**config.mk**
```make
export PLATFORM = sky130hd
export DESIGN_NAME = fifo_wr_arbiter
export DESIGN_NICKNAME = d
export VERILOG_FILES = /design/src/rtl/fifo_wr_arbiter.sv
export SDC_FILE = /design/constraint.sdc
export NUM_CORES = 1
export LEC_CHECK = 0
export ABC_AREA = 1
export CAP_MARGIN = 20
export CORE_MARGIN = 2
export CORE_UTILIZATION = 25
export CTS_CLUSTER_DIAMETER = 60
export DETAILED_ROUTE_END_ITERATION = 8
export GPL_TIMING_DRIVEN = 0
export HOLD_SLACK_MARGIN = 0.02
export PLACE_DENSITY_LB_ADDON = 0.3
export SYNTH_ARGS = -nofsm -noshare
export SYNTH_HDL_FRONTEND = slang
export SYNTH_SLANG_ARGS = --single-unit
export TNS_END_PERCENT = 30
```
**constraint.sdc**
```tcl
create_clock -name clock -period 1.8 [get_ports clock]
set_input_delay 0.27 -clock clock [delete_from_list [all_inputs] [get_ports clock]]
set_output_delay 0.27 -clock clock [all_outputs]
set_load 0.005 [all_outputs]
```
**src/rtl/fifo_wr_arbiter.sv**
```systemverilog
// Round-robin, burst-bounded arbiter that shares one FIFO write port between NREQ producers.
// Build option FIFO_ARB_PRIO_EN: producer 0 wins any idle arbitration it takes part in.
module fifo_wr_arbiter #(
   parameter int NREQ      = 4,
   parameter int DW        = 32,
   parameter int MAX_BURST = 4,
   localparam int IW       = (NREQ > 1) ? $clog2(NREQ) : 1,
   localparam int CW       = $clog2(MAX_BURST) + 1
) (
   input  logic               clock,
   input  logic               sclr,
   input  logic [NREQ-1:0]    req_valid,
   input  logic [NREQ*DW-1:0] req_data,
   output logic [NREQ-1:0]    req_ready,
   input  logic               fifo_full,
   output logic               fifo_wrreq,
   output logic [DW-1:0]      fifo_data,
   output logic [IW-1:0]      grant_id,
   output logic               busy
);

   typedef enum logic {
      S_IDLE = 1'b0,
      S_BUSY = 1'b1
   } state_t;

   state_t          r_state;
   logic [IW-1:0]   r_grant_id;
   logic [IW-1:0]   r_rr_ptr;
   logic [CW-1:0]   r_beat_cnt;

   state_t          w_state_next;
   logic [IW-1:0]   w_grant_next;
   logic [IW-1:0]   w_rr_next;
   logic [CW-1:0]   w_cnt_next;
   logic [NREQ-1:0] w_ready;
   logic            w_wrreq;
   logic            w_any_valid;
   logic            w_prio_hit;
   logic [IW-1:0]   w_winner;
   logic [IW-1:0]   w_cand [NREQ];

   function automatic logic [IW-1:0] rot_idx(input logic [IW-1:0] ptr, input int off);
      int sum;
      sum = int'(ptr) + off;
      return IW'(sum % NREQ);
   endfunction

   // Candidate gi is the index visited at step gi+1 of the scan starting after rr_ptr.
   generate
      for (genvar gi = 0; gi < NREQ; gi++) begin : g_cand
         assign w_cand[gi] = rot_idx(r_rr_ptr, gi + 1);
      end
   endgenerate

   assign w_any_valid = |req_valid;

   always_comb begin
      w_winner   = '0;
      w_prio_hit = 1'b0;
      for (int k = NREQ - 1; k >= 0; k--) begin
         if (req_valid[w_cand[k]]) begin
            w_winner = w_cand[k];
         end
      end
`ifdef FIFO_ARB_PRIO_EN
      if (req_valid[0]) begin
         w_winner   = '0;
         w_prio_hit = 1'b1;
      end
`endif
   end

   always_comb begin
      w_state_next = r_state;
      w_grant_next = r_grant_id;
      w_rr_next    = r_rr_ptr;
      w_cnt_next   = r_beat_cnt;
      w_ready      = '0;
      w_wrreq      = 1'b0;

      case (r_state)
         S_IDLE: begin
            if (w_any_valid) begin
               w_state_next = S_BUSY;
               w_grant_next = w_winner;
               w_rr_next    = w_prio_hit ? r_rr_ptr : w_winner;
               w_cnt_next   = '0;
            end
         end
         S_BUSY: begin
            w_ready[r_grant_id] = ~fifo_full;
            w_wrreq             = req_valid[r_grant_id] & ~fifo_full;
            if (!req_valid[r_grant_id]) begin
               w_state_next = S_IDLE;
            end else if (w_wrreq) begin
               w_cnt_next = r_beat_cnt + 1'b1;
               if (r_beat_cnt == CW'(MAX_BURST - 1)) begin
                  w_state_next = S_IDLE;
               end
            end
         end
         default: begin
            w_state_next = S_IDLE;
         end
      endcase

      // A beat presented during reset is never handed to the FIFO; the producer re-sends it.
      if (sclr) begin
         w_ready = '0;
         w_wrreq = 1'b0;
      end
   end

   always_ff @(posedge clock) begin
      if (sclr) begin
         r_state    <= S_IDLE;
         r_grant_id <= '0;
         r_rr_ptr   <= IW'(NREQ - 1);
         r_beat_cnt <= '0;
      end else begin
         r_state    <= w_state_next;
         r_grant_id <= w_grant_next;
         r_rr_ptr   <= w_rr_next;
         r_beat_cnt <= w_cnt_next;
      end
   end

   assign req_ready  = w_ready;
   assign fifo_wrreq = w_wrreq;
   assign fifo_data  = req_data[r_grant_id*DW +: DW];
   assign grant_id   = r_grant_id;
   assign busy       = (r_state == S_BUSY);

endmodule

```
==> reports/metrics.cfg <==
[global_route]
grt_pass1_wl_mm = 9.94
grt_antenna_before_repair = 0
met3_usage_pct = 4.28
grt_usage_pct = 22.6
grt_util_met2_pct = 42.4
grt_util_met1_pct = 26.8
grt_max_degree = 11
globalRouteOverflowTotal = 0
grt_pass1_vias = 2096
busiest_layer = met2

[worst_hold_path]
hold_path_class = in2reg

[cells_and_area]
final_util_pct = 70.1
fillers = 415
final_nets = 553
final_cells = 481
regArea_um2 = 168
antennaDiodeCount = 0
syn_to_final_growth_pct = 166
drive_above_1_share_pct = 13.5
stdcell_area_mm2 = 0.00335
multi_input_area_mm2 = 0.00103

[synth]
synth_fp_nets = 363
synth_area_leaders = a22oi_1 (32%), nand2_1 (26%), dfxtp_1 (13%)
netlist_instances = 226
synth_top_family_by_area = simple AND/OR/NAND/NOR gates
synth_top_area_share_pct = 31.5
muxShareOfSynthArea_pct = 0
syn_avg_cell_area_um2 = 5.59
ys.flop_type = dfxtp_1
ys_seq_elements = 8
syn-cell-area_mm2 = 0.00126
yosys.area_share.adder_pct = 1.98
synth.most_common_cell = nand2_1
synth_edf_count = 0
yosysWarnings = 0
ys_types = 19
synth-simple-area-share_pct = 39.0
async_flop_share_pct = 0
synth_compound_area_share_pct = 36.7
synth_xor_area_share_pct = 0
synth-seq-area-share_pct = 12.7
synth_top_cell_by_area = a22oi_1
ys_top_cells_by_count = nand2_1 (86), a22oi_1 (53), nand3_1 (19)

[timing]
hold_violations = 0
finalSetupTns_ps = -846
period_share_pct = 108
slew_violations = 0
rsz0062_at_grt = true
tightest_slew_ps = 405
setup_viol = 8
max-slew-margin-rel_pct = 73.0
finClkSkew_ps = 0.365
clock.fmax_ghz = 0.514
fin_ws_ps = -145
fin_crit_ps = 1940

[drt]
drt_wl_total_mm = 7.46
drc = 0
dr.pass1.iters = 4
routed_via_density = 4.86
post_drt_wl_per_cell_um = 15.5
vias = 2337
drt_iter0_markers = 98
ant_nets = 0

[die]
die_w_um = 75.1
initial_core_util_pct = 26.4
io_pins = 175
dieArea_mm2 = 0.00563
core_region_area_mm2 = 0.00479
die_h_um = 75.1
rows = 25

[power_and_ir_drop]
power.leakage_nw = 1.55
switchingPower_mw = 1.06
clkPwrFrac_pct = 7.8
comb_power_share_pct = 82.0
pwr-share-seq_pct = 10.2
powerDensity_mw_per_mm2 = 786
p_sw_share_pct = 40.1
vdd_drop_max_v = 0.000572
internal-power_mw = 1.58

[place]
dpl_cell_area_mm2 = 0.00308
place_inst = 466
hpwl_mm = 5.88
pre_cts_ws_ps = -467
port_buffers = 173
routabilityCongestion = 0.868

[clocking]
clk_pin_slew_ps = 40
ctsLongestPathBuffers = 2
clock_sinks = 8
clk_latency_ps = 220
cts_root_buf = clkbuf_8
ctsHoldBuffers = 0
cts_inserted_buffers = 3
htreeDepth = 1
cts_tree = done

[status]
status = finished with violations
violations = negative setup slack

[worst_setup_path]
cp.required_ps = 1530
crit_arrival_ps = 1670
endpoint_kind = output port
crit_fanout = 10
critPathKind = reg2out
start_kind = flip-flop

[run]
cap_violations = 0

repair_timing:
item | 4_1_cts | 5_1_grt
setup buffers | 7 | 2
gates resized for setup | 71 | 40
endpoints found under the setup margin | 37 | 32
pin swaps | 4 | 4
gates cloned | 3 | 0
sequential cells by signal (all words and copies together), names as in the netlist:
signal / cells
r_rr_ptr: 2
busy: 1
r_beat_cnt: 3
grant_id: 2
stage by stage:
step	hold WS [ps]	power [mW]
4_1_cts	440	2.64
3_5_place_dp	491	2.27
6_report	433	2.64
2_1_floorplan	449	1.11
3_3_place_gp	466	2.25
5_1_grt	463	2.85
final cells by class:
type	instances	share of cell area (%)
buffer	14	4.77
clock buffer	3	1.23
inverter	18	2.16
multi-input combinational	186	30.6
sequential	8	5.00
tap	67	2.50
timing repair buffer	185	53.7
per-layer routing:
metal / part of all wire, % / vias up
li1: - / 1182
met1: 40 / 1039
met2: 52 / 110
met3: 8.0 / 6
met4: 0.66 / 0
met5: 0 / -
cells in the final DEF, fill, tap and decap left out:
cell type        count
a22oi_2              3
inv_4                2
o21ai_1              2
nor2_4               4
dfxtp_4              2
buf_2                1
clkbuf_1             1
inv_2                4
clkinv_1             1
clkdlybuf4s50_1    140
clkbuf_2            10
dlygate4sd2_1       14
a21oi_1              8
ha_1                 2
o21bai_2             1
buf_6                3
buf_4               10
nor3_1               3
dfxtp_1              6
nand3_1             18
buf_12               1
nand4_1              2
dlymetal6s2s_1       9
o21bai_1             1
inv_1               11
nand3_2              2
clkbuf_8            13
a22oi_1             50
nand2_1             86
nor2_1               4
cell families after synthesis:
logic type | Yosys count
simple gates | 119
buf+inv | 32
compound gates | 65
fa+ha+maj | 2
flops | 8
final timing paths:
kind	end	startpoint	depth (start not counted)	slack [ps]
hold reg to reg	r_beat_cnt[1]$_SDFFE_PP0P_	r_beat_cnt[1]$_SDFFE_PP0P_	2	490
hold / removal	grant_id[0]$_SDFFE_PP0P_	sclr	2	430
setup / recovery	fifo_data[22]	grant_id[1]$_SDFFE_PP0P_	6	-140
setup reg to reg	r_beat_cnt[2]$_SDFFE_PP0P_	grant_id[1]$_SDFFE_PP0P_	11	290
power groups by stage:
| stage | registers, mW | clock network [mW] | logic [mW] |
|---|---|---|---|
| floorplan | 0.248 | 0 | 0.865 |
| global placement | 0.256 | 0 | 2.00 |
| detailed placement | 0.257 | 0 | 2.01 |
| CTS | 0.264 | 0.214 | 2.17 |
| global route | 0.275 | 0.223 | 2.35 |
| finish | 0.268 | 0.206 | 2.16 |
critical path: stages (launching register included):
cell	delay, ps
dfxtp_4	390
inv_2	70
nor2_4	150
clkbuf_8	200
a22oi_1	90
nand2_1	60
clkdlybuf4s50_1	490
Power figures use the tool's default switching activity.
